**src/rtl/pwm_multi_channel_if.sv**
```systemverilog
`default_nettype none
// ============================================================================
// Module      : pwm_multi_channel_if
// Description : Register-write bus from the SPI register bank into the
//               multi-channel PWM block. One single-cycle write strobe
//               selects a channel duty shadow or the period shadow.
// Revision    : 1.0 - initial release
// ----------------------------------------------------------------------------
// Signals:
//   wr_en    1                 single-cycle write strobe
//   wr_sel   $clog2(NUM_CH)+1  0..NUM_CH-1 = duty shadow, NUM_CH = period
//   wr_data  CNT_W             write data
// Modports:
//   master   register bank side (drives the bus)
//   slave    PWM side (receives the bus)
// ============================================================================
interface pwm_multi_channel_if #(
  parameter int NUM_CH = 16,
  parameter int CNT_W  = 8
);
  localparam int SEL_W = $clog2(NUM_CH) + 1;

  logic             wr_en;
  logic [SEL_W-1:0] wr_sel;
  logic [CNT_W-1:0] wr_data;

  modport master (output wr_en, output wr_sel, output wr_data);
  modport slave  (input  wr_en, input  wr_sel, input  wr_data);
endinterface
`default_nettype wire

```
**src/rtl/pwm_multi_channel.sv**
```systemverilog
`default_nettype none
// ============================================================================
// Module      : pwm_multi_channel
// Description : NUM_CH-channel PWM generator with programmable period and
//               prescaler. Duty and period writes land in shadow registers
//               and are committed to the active registers only at the period
//               wrap, so a period is never cut short or glitched.
// Revision    : 1.0 - initial release
// ----------------------------------------------------------------------------
// Ports:
//   clk          in   1       system clock
//   rst          in   1       asynchronous active-high reset
//   en_out       in   NUM_CH  per-channel output enable
//   en_pwm       in   NUM_CH  per-channel PWM select (0 = static high)
//   prescale     in   PRE_W   counter advances every prescale+1 clocks
//   wr_bus       slave        shadow register write bus
//   out          out  NUM_CH  registered channel outputs
//   period_tick  out  1       one-cycle pulse following each wrap/commit
// Build option:
//   PWM_CENTER_ALIGNED_EN  when defined, the counter runs up then down and
//                          the wrap/commit point is the valley (cnt==0 while
//                          counting down). Undefined: edge-aligned up-counter.
// ============================================================================
module pwm_multi_channel #(
  parameter int NUM_CH = 16,
  parameter int CNT_W  = 8,
  parameter int PRE_W  = 8
) (
  input  logic                 clk,
  input  logic                 rst,
  input  logic [NUM_CH-1:0]    en_out,
  input  logic [NUM_CH-1:0]    en_pwm,
  input  logic [PRE_W-1:0]     prescale,
  pwm_multi_channel_if.slave   wr_bus,
  output logic [NUM_CH-1:0]    out,
  output logic                 period_tick
);

  localparam int SEL_W = $clog2(NUM_CH) + 1;
  localparam logic [SEL_W-1:0] C_PERIOD_SEL = SEL_W'(NUM_CH);

  // Prescaler
  logic [PRE_W-1:0] pre_cnt_q, pre_cnt_d;
  logic             tick;

  // Period counter
  logic [CNT_W-1:0] cnt_q, cnt_d;
  logic             wrap;

  // Shadow / active registers
  logic [NUM_CH-1:0][CNT_W-1:0] duty_shadow_q, duty_shadow_d;
  logic [NUM_CH-1:0][CNT_W-1:0] duty_active_q, duty_active_d;
  logic [CNT_W-1:0]             period_shadow_q, period_shadow_d;
  logic [CNT_W-1:0]             period_active_q, period_active_d;

  // Outputs
  logic [NUM_CH-1:0] pwm_raw;
  logic [NUM_CH-1:0] out_q, out_d;
  logic              period_tick_q, period_tick_d;

  // --------------------------------------------------------------------------
  // Prescaler. Using >= for the reload lets a prescale reduction below the
  // current count recover on the next clock without emitting a tick.
  // --------------------------------------------------------------------------
  always_comb begin
    tick      = (pre_cnt_q == prescale);
    pre_cnt_d = (pre_cnt_q >= prescale) ? '0 : pre_cnt_q + 1'b1;
  end

`ifdef PWM_CENTER_ALIGNED_EN
  // --------------------------------------------------------------------------
  // Center-aligned up/down counter. dir_q = 0 counting up, 1 counting down.
  // Leaving the valley goes straight to 1 so the 0 count is not repeated;
  // a period of 0 pins the counter at 0 and wraps every tick.
  // --------------------------------------------------------------------------
  logic dir_q, dir_d;

  always_comb begin
    cnt_d = cnt_q;
    dir_d = dir_q;
    wrap  = 1'b0;
    if (tick) begin
      if (period_active_q == '0) begin
        wrap  = 1'b1;
        dir_d = 1'b0;
        cnt_d = (period_shadow_q == '0) ? '0 : CNT_W'(1);
      end else if (!dir_q) begin
        if (cnt_q >= period_active_q) begin
          dir_d = 1'b1;
          cnt_d = cnt_q - 1'b1;
        end else begin
          cnt_d = cnt_q + 1'b1;
        end
      end else if (cnt_q == '0) begin
        // Valley: commit point. The next period's value decides whether the
        // counter may leave 0.
        wrap  = 1'b1;
        dir_d = 1'b0;
        cnt_d = (period_shadow_q == '0) ? '0 : CNT_W'(1);
      end else begin
        cnt_d = cnt_q - 1'b1;
      end
    end
  end

  always_ff @(posedge clk or posedge rst) begin
    if (rst) begin
      dir_q <= 1'b0;
    end else begin
      dir_q <= dir_d;
    end
  end
`else
  // --------------------------------------------------------------------------
  // Edge-aligned up-counter: 0..period_active, then back to 0 (the wrap).
  // --------------------------------------------------------------------------
  always_comb begin
    cnt_d = cnt_q;
    wrap  = 1'b0;
    if (tick) begin
      if (cnt_q == period_active_q) begin
        cnt_d = '0;
        wrap  = 1'b1;
      end else begin
        cnt_d = cnt_q + 1'b1;
      end
    end
  end
`endif

  // --------------------------------------------------------------------------
  // Shadow writes and commit. The commit reads the shadow _q values, so a
  // write landing on the same edge as a wrap is held for the next wrap.
  // --------------------------------------------------------------------------
  always_comb begin
    duty_shadow_d   = duty_shadow_q;
    period_shadow_d = period_shadow_q;
    if (wr_bus.wr_en) begin
      for (int i = 0; i < NUM_CH; i++) begin
        if (wr_bus.wr_sel == SEL_W'(i)) begin
          duty_shadow_d[i] = wr_bus.wr_data;
        end
      end
      if (wr_bus.wr_sel == C_PERIOD_SEL) begin
        period_shadow_d = wr_bus.wr_data;
      end
    end
    duty_active_d   = wrap ? duty_shadow_q   : duty_active_q;
    period_active_d = wrap ? period_shadow_q : period_active_q;
  end

  // --------------------------------------------------------------------------
  // Per-channel compare and output mux. Enables are live, not buffered.
  // --------------------------------------------------------------------------
  for (genvar g = 0; g < NUM_CH; g++) begin : g_ch
    always_comb begin
      pwm_raw[g] = (cnt_q < duty_active_q[g]);
      out_d[g]   = en_out[g] & (~en_pwm[g] | pwm_raw[g]);
    end
  end

  always_comb begin
    period_tick_d = wrap;
  end

  // --------------------------------------------------------------------------
  // State registers
  // --------------------------------------------------------------------------
  always_ff @(posedge clk or posedge rst) begin
    if (rst) begin
      pre_cnt_q       <= '0;
      cnt_q           <= '0;
      duty_shadow_q   <= '0;
      duty_active_q   <= '0;
      period_shadow_q <= '1;
      period_active_q <= '1;
      out_q           <= '0;
      period_tick_q   <= 1'b0;
    end else begin
      pre_cnt_q       <= pre_cnt_d;
      cnt_q           <= cnt_d;
      duty_shadow_q   <= duty_shadow_d;
      duty_active_q   <= duty_active_d;
      period_shadow_q <= period_shadow_d;
      period_active_q <= period_active_d;
      out_q           <= out_d;
      period_tick_q   <= period_tick_d;
    end
  end

  assign out         = out_q;
  assign period_tick = period_tick_q;

endmodule
`default_nettype wire
```
**src/flat_wrapper.sv**
```systemverilog
// flat-port wrapper written by rule: the top's interface ports become plain ports
module pwm_multi_channel_flat 
#(
  parameter int NUM_CH = 16,
  parameter int CNT_W  = 8,
  parameter int PRE_W  = 8
)
  (clk, rst, en_out, en_pwm, prescale, out, period_tick, wr_bus_wr_en, wr_bus_wr_sel, wr_bus_wr_data);
  pwm_multi_channel_if #(.NUM_CH(NUM_CH), .CNT_W(CNT_W)) wr_bus_i ();
  input  logic clk;
  input  logic rst;
  input  logic [NUM_CH-1:0] en_out;
  input  logic [NUM_CH-1:0] en_pwm;
  input  logic [PRE_W-1:0] prescale;
  output logic [NUM_CH-1:0] out;
  output logic period_tick;
  input wire logic [$bits(wr_bus_i.wr_en)-1:0] wr_bus_wr_en;
  input wire logic [$bits(wr_bus_i.wr_sel)-1:0] wr_bus_wr_sel;
  input wire logic [$bits(wr_bus_i.wr_data)-1:0] wr_bus_wr_data;
  assign wr_bus_i.wr_en = wr_bus_wr_en;
  assign wr_bus_i.wr_sel = wr_bus_wr_sel;
  assign wr_bus_i.wr_data = wr_bus_wr_data;
  pwm_multi_channel #(.NUM_CH(NUM_CH), .CNT_W(CNT_W), .PRE_W(PRE_W)) u_core (.clk(clk), .rst(rst), .en_out(en_out), .en_pwm(en_pwm), .prescale(prescale), .wr_bus(wr_bus_i), .out(out), .period_tick(period_tick));
endmodule
```
**config.mk**
```make
export PLATFORM = sky130hd
export DESIGN_NAME = pwm_multi_channel_flat
export DESIGN_NICKNAME = d
export VERILOG_FILES = /design/src/rtl/pwm_multi_channel_if.sv /design/src/rtl/pwm_multi_channel.sv /design/src/flat_wrapper.sv
export SDC_FILE = /design/constraint.sdc
export NUM_CORES = 1
export LEC_CHECK = 0
export ABC_AREA = 1
export BUFFER_PORTS_ARGS = -buffer_cell sky130_fd_sc_hd__buf_2
export CAP_MARGIN = 20
export CORE_ASPECT_RATIO = 2
export CORE_UTILIZATION = 25
export DETAILED_ROUTE_END_ITERATION = 10
export GPL_ROUTABILITY_DRIVEN = 0
export HOLD_SLACK_MARGIN = 0.02
export PLACE_DENSITY = 0.36
export SLEW_MARGIN = 20
export SYNTH_ARGS = -nofsm -noshare
export SYNTH_HDL_FRONTEND = slang
export SYNTH_SLANG_ARGS = --single-unit
```
**constraint.sdc**
```tcl
create_clock -name clk -period 11.3 [get_ports clk]
set_input_delay 0.565 -clock clk [delete_from_list [all_inputs] [get_ports clk]]
set_output_delay 0.565 -clock clk [all_outputs]
set_load 0.005 [all_outputs]
```
==> run_results.csv <==
group,metric,value,unit
run_status,status,"finished clean",
worst_setup_path,path_class,"flip-flop to flip-flop",
worst_setup_path,worstPathCellList,"inv_1, nand2_1, nand2_1, nor2_1, nand2_1, nor2_4, buf_4, buf_4, nand3_1, nand2_1",
yosys,syn-cell-area,15200,um2
worst_setup_path,worstPathArrival,4150,ps
worst_setup_path,r2r-start,"u_core.cnt_q[2]",
grt,grt_pass1_wl,66500,um
worst_setup_path,cp_max_fo,63,
worst_setup_path,worstReg2RegEnd,"u_core.duty_active_q[120]",
sta,fin_setup_tns,0,ps
cells_and_area,antennaDiodeCount,0,
worst_setup_path,worst-path-buf-inv,3,
power_and_ir_drop,combPwrFrac,0.090,
sta,holdWs,67.7,ps
routing,num_vias,11400,
routing,drt-total-wl,41800,um
power_and_ir_drop,leakage,8.86,nW
clock_tree,cts_num_sinks,305,
sta,relSlewSlack,0.279,
yosys,synthCells,1819,
power_and_ir_drop,seq_power_share,0.484,
worst_setup_path,crit_required,11820,ps
clock_tree,cts-root-buf,"clkbuf_16",
power_and_ir_drop,p_switching,0.679,mW
placed_design,place_area,16200,um2
sta,rsz0062_at_grt,"no",
floorplan,die_h,351,um
clock_tree,post_cts_resized,0,
clock_tree,cts_setup_buffers,0,
sta,tightest_slew,1080,ps
cells_and_area,nets,2047,
clock_tree,htree_num_levels,1,
worst_setup_path,path_common_cell,"nand2_1",
worst_setup_path,ff2ff_setup_slack,7670,ps
routing,detail_route.vias_per_cell,4.28,
worst_setup_path,crit_path_max_incr_delay,720,ps
floorplan,die_w,176,um
clock_tree,hold_buffers,0,
routing,drc,0,
yosys,synth-seq-cells,305,
sta,max_freq,276,MHz
placed_design,dpl.hpwl,25700,um
cells_and_area,drive_above_1_share,0.0888,
cells_and_area,fin_area,17300,um2
clock_tree,clk_pin_slew_worst_paths,70,ps
power_and_ir_drop,pwr_density_cell,152,nW/um2
power_and_ir_drop,worst_ir_drop_vdd,0.0000948,V
grt,grt_use_total,0.141,
routing,drtIter0Drc,541,
clock_tree,cts_buffers,31,
sta,hold_violations,0,
clock_tree,clk_path_buf_depth,3,
yosys,syn_area_per_cell,8.35,um2
sta,setup_viol,0,
yosys,synth.net_count,1997,
worst_setup_path,endpoint_kind,"flip-flop",
worst_setup_path,crit_slowest_cell,"dfrtp_1",
power_and_ir_drop,pwr-share-clk,0.426,
floorplan,core_area,60100,um2
sta,finalCritPeriodShare,0.321,
routing,ant_nets,0,
clock_tree,clkLatencyLatePin,600,ps
yosys,yosysWarnings,0,
placed_design,port_buffers,72,
sta,fin_skew,20.3,ps
floorplan,start_util,0.253,
sta,maxSlewViolCount,0,
cells_and_area,fin_util,0.288,
floorplan,die_area,61800,um2
grt,grt_max_degree,147,
min_path,min_path_type,"input pin to asynchronous set/reset pin",
routing,wire_per_inst,15.7,um
grt,grt_pass1_vias,11600,
floorplan,rows,127,
power_and_ir_drop,netSwitchingFraction,0.259,
sta,fin_crit,3630,ps
grt,antenna_found_initial,4,
floorplan,ioPinCount,73,
grt,overflow,0,
worst_setup_path,start_kind,"flip-flop",
worst_setup_path,rr_worst_depth,10,
worst_setup_path,critPathTopFamily,"buffers and inverters",
cells_and_area,synthToLayoutAreaGrowth,13.7,%
job,cap_viol_max_count,0,
power_and_ir_drop,cellInternalPower,1.94,mW
clock_tree,cts_tree,"built",
routing,dr.pass1.iters,4,
yosys,yosys.cell_types.count,26,
yosys,synth_seq_area_share,0.504,
[how the worst max path moves through the flow]
| stage | start | endpoint | slack, ps | cells after the start |
|---|---|---|---|---|
| 3_3_place_gp | prescale[7] | u_core.cnt_q[2] | 7420 | 14 |
| 3_5_place_dp | prescale[7] | u_core.cnt_q[4] | 7380 | 14 |
| 2_1_floorplan | rst | u_core.cnt_q[0] | 2330 | 1 |
| 5_1_grt | u_core.cnt_q[2] | u_core.duty_active_q[124] | 7250 | 10 |
| 6_report | u_core.cnt_q[2] | u_core.duty_active_q[120] | 7670 | 10 |
| 4_1_cts | u_core.cnt_q[0] | u_core.duty_active_q[120] | 7520 | 10 |
[sequential cells by signal, indices dropped and copies added (netlist names)]
| register | flops |
|---|---|
| u_core.period_shadow_q | 8 |
| u_core.cnt_q | 8 |
| u_core.period_tick | 1 |
| u_core.period_active_q | 8 |
| u_core.duty_active_q | 128 |
| u_core.pre_cnt_q | 8 |
| u_core.duty_shadow_q | 128 |
| u_core.out | 16 |
[power groups by stage]
| stage | Clock (mW) | Sequential [mW] | Combinational (mW) |
|---|---|---|---|
| 6_report | 1.11 | 1.27 | 0.236 |
| 5_1_grt | 1.20 | 1.28 | 0.284 |
| 4_1_cts | 1.17 | 1.27 | 0.247 |
| 3_5_place_dp | 0 | 1.29 | 0.247 |
| 3_3_place_gp | 0 | 1.28 | 0.239 |
| 2_1_floorplan | 0 | 1.27 | 0.167 |
[cells in the mapped netlist]
cell type	instances	share of area
clkbuf_2	1	0.00033
inv_1	225	0.056
nor2_1	54	0.013
nor3_2	3	0.0020
clkinv_1	1	0.00025
buf_6	24	0.018
nor2_2	3	0.0012
xor2_1	6	0.0035
or2_4	1	0.00058
o21ai_1	37	0.012
nand4_1	3	0.0012
o21a_1	1	0.00049
a21oi_1	52	0.017
o21ai_0	105	0.035
buf_2	11	0.0036
nor3_1	18	0.0059
xnor2_1	6	0.0035
nand2_1	651	0.16
buf_4	9	0.0044
nand3_1	148	0.049
dfstp_2	16	0.028
clkbuf_1	28	0.0069
ha_1	122	0.10
nand3_2	1	0.00066
dfrtp_1	289	0.48
inv_2	4	0.00099
[per-layer routing]
metal	track usage	wire [um]	share of wire	up-vias
met2	0.263	21900	0.52	160
met3	0.0139	1260	0.030	45
met1	0.166	17700	0.42	5382
li1	-	-	-	5810
met4	0.0456	935	0.022	0
met5	0	0	0	-
[placed cells by master (no fill, tap or decap), types with 2 or more instances in the layout]
cell type  instances
nand2_1          651
clkbuf_16         31
buf_2             72
bufinv_16          5
clkinv_2           6
dfstp_2           16
o21ai_0          105
clkbuf_1           6
o21ai_1           37
nor3_1            18
nand4_1            3
nor2_2             2
clkbuf_8           5
xor2_1             6
xnor2_1            6
nor2_1            54
ha_1             122
inv_2              3
nor3_2             3
buf_4             16
inv_1            224
dfrtp_1          289
a21oi_1           52
nand3_1          148
[final cells by class]
| cell class | instances | area, um2 |
|---|---|---|
| Fill cell | 6593 | 42800 |
| Sequential cell | 305 | 7650 |
| Multi-Input combinational cell | 1211 | 6190 |
| Tap cell | 774 | 968 |
| Inverter | 230 | 873 |
| Clock buffer | 42 | 867 |
| Timing Repair Buffer | 90 | 528 |
| Clock inverter | 13 | 196 |
[cell families (layout without fill, tap and decap cells)]
group / count (synthesis) / in the layout / share of synthesized area
DFF: 305 / 305 / 0.504
xor gates and xnor gates: 12 / 12 / 0.00692
and+or+nand+nor: 882 / 882 / 0.235
AOI/OAI and AO/OA: 195 / 195 / 0.0644
buffers and inverters: 303 / 375 / 0.0899
adders and majority gates: 122 / 122 / 0.100
[metrics by stage]
step	setup WS, ps	power [mW]	instances
finish	7670	2.62	2665
global route	7250	2.76	2665
CTS	7520	2.68	2665
detailed placement	7380	1.53	2610
global placement	7420	1.52	2609
floorplan	2330	1.44	1819
Note: power is estimated with default switching activity, not from simulation.
